## src/rtl/mcu_control_seq_if.sv

```systemverilog
// Bus between the control sequencer and its program memory, register file and ALU.
interface mcu_control_seq_if #(
  parameter int PC_W = 8,
  parameter int IW   = 16
);
  logic            imem_req;
  logic [PC_W-1:0] imem_addr;
  logic            imem_ack;
  logic [IW-1:0]   imem_data;
  logic [2:0]      AA;
  logic [2:0]      BA;
  logic [2:0]      DA;
  logic            WR;
  logic [3:0]      alu_op;
  logic            alu_en;
  logic            alu_zero;
  logic            wb_sel;
  logic [7:0]      imm;
  logic            halted;

  modport master (
    output imem_req, imem_addr, AA, BA, DA, WR, alu_op, alu_en, wb_sel, imm, halted,
    input  imem_ack, imem_data, alu_zero
  );

  modport slave (
    input  imem_req, imem_addr, AA, BA, DA, WR, alu_op, alu_en, wb_sel, imm, halted,
    output imem_ack, imem_data, alu_zero
  );
endinterface

```

## src/rtl/mcu_control_seq.sv

```systemverilog
// Multi-cycle fetch/decode/execute sequencer for the 8-register MCU datapath.
// Owns the program counter and drives register-file addresses, ALU strobes and write-back.
module mcu_control_seq #(
  parameter int PC_W = 8,
  parameter int IW   = 16
) (
  input logic              clk,
  input logic              rst,
  mcu_control_seq_if.master bus
);

  typedef enum logic [2:0] {
    FETCH  = 3'd0,
    DECODE = 3'd1,
    READ   = 3'd2,
    EXEC   = 3'd3,
    WB     = 3'd4,
    HALT   = 3'd5
  } state_t;

  localparam logic [3:0] OP_NOP  = 4'h0;
  localparam logic [3:0] OP_LDI  = 4'h1;
  localparam logic [3:0] OP_BZ   = 4'hC;
  localparam logic [3:0] OP_JMP  = 4'hD;
  localparam logic [3:0] OP_RSVD = 4'hE;
  localparam logic [3:0] OP_HALT = 4'hF;

  state_t          state, state_nxt;
  logic [PC_W-1:0] pc, pc_nxt, pc_inc, target;
  logic [IW-1:0]   ir;
  logic [3:0]      op;
  logic            zflag, zflag_nxt;
  logic            active;
  logic            req, take;

  assign op     = ir[15:12];
  assign pc_inc = pc + PC_W'(1);
  assign target = PC_W'(ir[7:0]);

  // active holds off the fetch request for the cycle in which reset is still asserted
  always_ff @(posedge clk) begin
    if (!rst) begin
      state  <= FETCH;
      pc     <= '0;
      ir     <= '0;
      zflag  <= 1'b0;
      active <= 1'b0;
    end else begin
      state  <= state_nxt;
      pc     <= pc_nxt;
      zflag  <= zflag_nxt;
      active <= 1'b1;
      if (take) ir <= bus.imem_data;
    end
  end

  always_comb begin
    state_nxt = state;
    pc_nxt    = pc;
    zflag_nxt = zflag;
    unique case (state)
      FETCH:  if (take) state_nxt = DECODE;
      DECODE: begin
        unique case (op)
          OP_NOP, OP_RSVD: begin pc_nxt = pc_inc; state_nxt = FETCH; end
          OP_LDI:          state_nxt = WB;
          OP_BZ:           begin pc_nxt = zflag ? target : pc_inc; state_nxt = FETCH; end
          OP_JMP:          begin pc_nxt = target; state_nxt = FETCH; end
          OP_HALT:         state_nxt = HALT;
          default:         state_nxt = READ;
        endcase
      end
      READ:   state_nxt = EXEC;
      EXEC:   state_nxt = WB;
      WB: begin
        if (op != OP_LDI) zflag_nxt = bus.alu_zero;
        pc_nxt    = pc_inc;
        state_nxt = FETCH;
      end
      HALT:   state_nxt = HALT;
      default: state_nxt = FETCH;
    endcase
  end

  always_comb begin
    req           = active && (state == FETCH);
    take          = req && bus.imem_ack;
    bus.imem_req  = req;
    bus.imem_addr = pc;
    bus.AA        = ir[8:6];
    bus.BA        = ir[5:3];
    bus.DA        = ir[11:9];
    bus.alu_op    = op;
    bus.imm       = ir[7:0];
    bus.WR        = (state == WB);
    bus.alu_en    = (state == EXEC);
    bus.wb_sel    = (op == OP_LDI);
    bus.halted    = (state == HALT);
  end

endmodule

```

## src/flat_wrapper.sv

```systemverilog
// flat-port wrapper written by rule: the top's interface ports become plain ports
module mcu_control_seq_flat 
#(
  parameter int PC_W = 8,
  parameter int IW   = 16
)
  (clk, rst, bus_imem_req, bus_imem_addr, bus_AA, bus_BA, bus_DA, bus_WR, bus_alu_op, bus_alu_en, bus_wb_sel, bus_imm, bus_halted, bus_imem_ack, bus_imem_data, bus_alu_zero);
  mcu_control_seq_if #(.PC_W(PC_W), .IW(IW)) bus_i ();
  input logic clk;
  input logic rst;
  output wire logic [$bits(bus_i.imem_req)-1:0] bus_imem_req;
  output wire logic [$bits(bus_i.imem_addr)-1:0] bus_imem_addr;
  output wire logic [$bits(bus_i.AA)-1:0] bus_AA;
  output wire logic [$bits(bus_i.BA)-1:0] bus_BA;
  output wire logic [$bits(bus_i.DA)-1:0] bus_DA;
  output wire logic [$bits(bus_i.WR)-1:0] bus_WR;
  output wire logic [$bits(bus_i.alu_op)-1:0] bus_alu_op;
  output wire logic [$bits(bus_i.alu_en)-1:0] bus_alu_en;
  output wire logic [$bits(bus_i.wb_sel)-1:0] bus_wb_sel;
  output wire logic [$bits(bus_i.imm)-1:0] bus_imm;
  output wire logic [$bits(bus_i.halted)-1:0] bus_halted;
  input wire logic [$bits(bus_i.imem_ack)-1:0] bus_imem_ack;
  input wire logic [$bits(bus_i.imem_data)-1:0] bus_imem_data;
  input wire logic [$bits(bus_i.alu_zero)-1:0] bus_alu_zero;
  assign bus_imem_req = bus_i.imem_req;
  assign bus_imem_addr = bus_i.imem_addr;
  assign bus_AA = bus_i.AA;
  assign bus_BA = bus_i.BA;
  assign bus_DA = bus_i.DA;
  assign bus_WR = bus_i.WR;
  assign bus_alu_op = bus_i.alu_op;
  assign bus_alu_en = bus_i.alu_en;
  assign bus_wb_sel = bus_i.wb_sel;
  assign bus_imm = bus_i.imm;
  assign bus_halted = bus_i.halted;
  assign bus_i.imem_ack = bus_imem_ack;
  assign bus_i.imem_data = bus_imem_data;
  assign bus_i.alu_zero = bus_alu_zero;
  mcu_control_seq #(.PC_W(PC_W), .IW(IW)) u_core (.clk(clk), .rst(rst), .bus(bus_i));
endmodule
```

## config.mk

```make
export PLATFORM = sky130hd
export DESIGN_NAME = mcu_control_seq_flat
export DESIGN_NICKNAME = d
export VERILOG_FILES = /design/src/rtl/mcu_control_seq_if.sv /design/src/rtl/mcu_control_seq.sv /design/src/flat_wrapper.sv
export SDC_FILE = /design/constraint.sdc
export NUM_CORES = 1
export LEC_CHECK = 0
export ABC_CLOCK_PERIOD_IN_PS = 4000
export CAP_MARGIN = 25
export CORE_MARGIN = 10
export CORE_UTILIZATION = 40
export CTS_CLUSTER_SIZE = 10
export DETAILED_ROUTE_END_ITERATION = 10
export MAX_ROUTING_LAYER = met4
export PLACE_DENSITY_LB_ADDON = 0.3
export SYNTH_ARGS = -nofsm -noshare
export SYNTH_HDL_FRONTEND = slang
export SYNTH_SLANG_ARGS = --single-unit
```

## constraint.sdc

```tcl
create_clock -name clk -period 4 [get_ports clk]
set_input_delay 1.2 -clock clk [delete_from_list [all_inputs] [get_ports clk]]
set_output_delay 1.2 -clock clk [all_outputs]
set_load 0.01 [all_outputs]
```

Word level (Yosys, flattened, before mapping)
Index checks and enable logic that the tools add are counted.
{"block": "op_classes", "n_eq_ne": 13, "reduce_logical": 9, "n_mux": 7, "addsub": 1}
{"op": "$pmux 8 s3", "n": 1}
{"op": "$eq 4x4->1 const B", "n": 4}
{"op": "$pmux 8 s2", "n": 1}
{"op": "$pmux 3 s5", "n": 1}
{"op": "$pmux 3 s3", "n": 1}
{"op": "$add 8x1->8 const B", "n": 1}
{"op": "$mux 8", "n": 1}
{"op": "$ne 4x1->1 const B", "n": 2}
{"op": "$eq 3x2->1 const B", "n": 2}
{"op": "$eq 3x3->1 const B", "n": 2}
{"op": "$eq 4x1->1 const B", "n": 1}
{"op": "$logic_not 4->1", "n": 1}
{"op": "$reduce_and 2->1", "n": 2}
{"op": "$reduce_or 4->1", "n": 1}
{"op": "$eq 3x1->1 const B", "n": 1}
{"op": "$logic_not 3->1", "n": 1}
{"op": "$mux 3", "n": 1}
{"op": "$logic_and 1x1->1", "n": 2}
{"op": "$ne 2x1->1 const B", "n": 1}
{"op": "$reduce_bool 2->1", "n": 1}
{"op": "$reduce_or 2->1", "n": 1}
{"op": "$mux 1", "n": 1}
{"block": "word_totals", "register_bits": 29, "input_bits": 20, "wordCells": 35}

Logic depth before layout (Yosys ltp)
{"block": "depth", "ltp_word": 5, "mapped_depth": 7}

Least setup slack after synthesis
No wires, ideal clock.
{"block": "synth_path", "path_type": "reg2out", "start": "reg u_core.ir[12]", "end": "out bus_wb_sel", "stages_incl_launch_ff": 2, "t_required_ps": 2800, "path_slack_ps": 1641, "arrival_ps": 1159, "path_cell_list": "dfxtp_1 > nor4b_1"}
{"block": "synth_via", "elab_chain_len": 1}
{"element": "start, declared", "line": "mcu_control_seq.sv:30", "text": "logic [IW-1:0] ir;"}
{"element": "start signal, assigned", "line": "mcu_control_seq.sv:53", "text": "if (take) ir <= bus.imem_data;"}
{"element": "$eq 4x1->1", "line": "mcu_control_seq.sv:97", "text": "bus.wb_sel = (op == OP_LDI);"}
{"element": "end, declared", "line": "flat_wrapper.sv:19", "text": "output wire logic [$bits(bus_i.wb_sel)-1:0] bus_wb_sel;"}
Every way passes these cells.

Worst setup path after layout
Ends and elaborated chain as after synthesis.

==> key figures <==
Outcome
  – Status: finished, final reports clean

Worst setup path
  – Crit Path Class: reg -> out
  – Maximum net fanout on the critical path: 8
  – Worst setup EP type: output port
  – CP arrival: between 2000 and 2500 ps
  – Crit-path cells: nor4b_1, clkdlybuf4s50_1
  – Critical Path Slowest Stage Cell: clkdlybuf4s50_1
  – Worst R2R Path Depth: 4
  – Worst endpoint required time: between 2000 and 3000 ps
  – Slowest stage delay, CP: approximately 670 ps
  – Worst setup SP type: register

Global route
  – Initial antenna violation count: 0
  – Vias in the first global route: roughly 1400
  – Pin count of the biggest net entering global routing: 19
  – First-pass GRT wire length: ~6700 um
  – Total grt overflow: 0
  – GRT Overall Usage: between 10% and 20%

Floorplan
  – Std-Cell Rows: 22
  – Die height: slightly above 80 um
  – Num ports: 54
  – Die ar.: 6590 um2
  – Die width: 81.2 um
  – Starting Density: between 40% and 50%
  – Placeable Area: 3630 um2

Logic synthesis
  – Most used DFF post-synth: dfxtp_1
  – Mapped cell area: about 1500 um2
  – Yosys reg bits: 29
  – Sequential area share after synthesis: around 39%
  – Post-synthesis mux area share: around 4.8%
  – Share of flip-flops with an asynchronous set or reset: 0%
  – Main combinational cell family by area after synthesis: simple AND/OR/NAND/NOR gates
  – Adder-Cell Fraction of Synth Area: less than 1%
  – Post-Synthesis Cells: around 180
  – Post-synthesis xor/xnor area fraction: less than 1%
  – Net Count, Synth: roughly 200
  – Yosys warnings: 0
  – EDFF count, synth: 0
  – Synth cell types: 41
  – Compound-cell area share of the yosys netlist: around 22%
  – Simple-Gate Fraction of Synth Area: 26.3%
  – Avg Inst Size Synth: ~8.4 um2

Power
  – Power Dens Cells: 307 nW/um2
  – Logic gate share of total power: 14.9%
  – Total design power: 0.639 mW
  – Sequential power share: about half
  – Max VDD drop: about 0.19 mV
  – Net Switching: approximately 0.16 mW
  – Clk pwr share: between 30 and 40%
  – Int Power: roughly 0.48 mW
  – Net Sw Frac: approximately a quarter
  – Pleak: 0.805 nW

Clock tree
  – Maximum clock path buffer count: 2
  – CTS root buffer: clkbuf_8
  – Gates resized, CTS repair: 0
  – CTS tree: built
  – Buffer count from post-CTS setup fixing: 0
  – Sinks on Clock Net: 29
  – Clock slew at reported path FFs: around 60 ps
  – Num CTS Buffers: 5
  – H-Tree Depth: 2
  – Worst skew pair latency: 280 ps
  – CTS Hold Buffers Added: 0

Detailed routing
  – Vias per Instance: roughly 5.2
  – Via count: approximately 1400
  – Avg WL per Cell: roughly 15 um
  – Routed WL: slightly above 4000 um
  – DRC violations left: 0
  – Pre-Repair DR Iteration Count: 4
  – DRT iter0 DRCs: 86
  – Routed Antenna Nets: 0

Layout
  – Final net count: about 240
  – ANT cells: 0
  – Most common cell after layout, fill and taps aside: clkdlybuf4s50_1
  – Area Overhead vs Synth: 39.1%
  – Layout cells sized above 1: roughly 5.4%
  – Most frequent cells in the layout: clkdlybuf4s50_1, nand2_1, dfxtp_1

STA
  – WHS: around 460 ps
  – Min Tclk post-route: about 3300 ps
  – Final period utilization: around four fifths
  – Clk_skew: roughly 5.8 ps
  – Worst Tran Pin Value: between 600 and 700 ps
  – Final Hold Fails: 0
  – Fmax: between 300 and 400 MHz
  – RSZ-0062 raised after global routing: no
  – Final setup TNS: 0 ps
  – Final number of setup-violating endpoints: 0
  – Slew headroom: 53.4%
  – Fin. max-slew vios: 0

Place
  – Hpwl dp: ~3000 um
  – GPL Wtd Cong: 0.825
  – Number of I/O port buffers: 53

Flow run
  – Max Cap Violations: 0

Min path
  – Worst Hold Depth: 2
  – Worst hold path type: reg -> reg
## cell families after synthesis
logic type / Yosys count
AND/OR/NAND/NOR: 80
AO/OA/AOI/OAI: 42
flip-flops: 29
buffers and inverters: 18
multiplexers: 7
XOR/XNOR: 1
adder cells (fa/ha/maj): 1
## registers in the layout, summed over array words and instances (netlist names)
name and count:
u_core.ir 16, u_core.zflag 1, u_core.state 3, u_core.active 1, u_core.bus.imem_addr 8
## metrics by stage
step                setup WS, ps  cells  util [%]  instance area (um2)
finish                       737    272      57.3                 2080
global route                 609    272      57.3                 2080
CTS                          730    272      57.3                 2080
detailed placement          1050    264      55.1                 2000
global placement            1130    264      55.1                 2000
floorplan                   1640    178         -                 1500
## final cells by class
class	count	area [um2]
well taps	48	60.1
multi-input cells	131	817
repair buffers	54	538
inverters	2	7.51
clock buffers	8	80.1
fillers	362	1550
flip-flops and latches	29	581
## layer usage
layer	wire, um	track usage, %
met4	62	5.19
met1	1740	15.5
met2	1830	20.2
met3	414	5.85
met5	0	-
## worst max-delay path: cells and delay by family, from the launching register on
kind | cells | cell delay [ps]
flops | 1 | 490
buf+inv | 1 | 670
simple gates | 1 | 620
## Yosys cell counts, drive strengths merged (2+ instances only)
cell type	number	area share (%)
mux2i	6	4.0
nor4	3	1.3
a21oi	2	0.67
nor3	5	1.7
and2	5	2.1
nor2b	2	0.84
nor2	9	2.3
nor4b	2	1.6
a21boi	19	9.5
inv	2	0.50
a211oi	3	1.5
o211a	3	2.0
nand2	43	11
dfxtp	29	39
and3b	2	1.4
clkbuf	5	1.3
nand3	3	1.0
o211ai	3	2.4
o21ai	2	0.67
buf	11	4.9
o22ai	4	1.7
o2bb2ai	2	1.2
## power groups by stage
stage	clock, mW	combinational [mW]	sequential, mW
5_1_grt	0.250	0.106	0.315
3_5_place_dp	0	0.0961	0.319
4_1_cts	0.238	0.0965	0.313
6_report	0.231	0.0949	0.313
2_1_floorplan	0	0.0439	0.320
3_3_place_gp	0	0.0955	0.319
## worst paths after layout
| path | startpoint | endpoint | slack [ps] |
|---|---|---|---|
| setup / recovery | u_core.ir[12] | bus_wb_sel | 740 |
| hold reg to reg | u_core.ir[11] | u_core.ir[11] | 460 |
| setup reg to reg | u_core.state[2] | u_core.bus.imem_addr[1] | 2020 |
| hold / removal | u_core.ir[11] | u_core.ir[11] | 460 |
No activity file was read; power rests on OpenSTA's default activity.
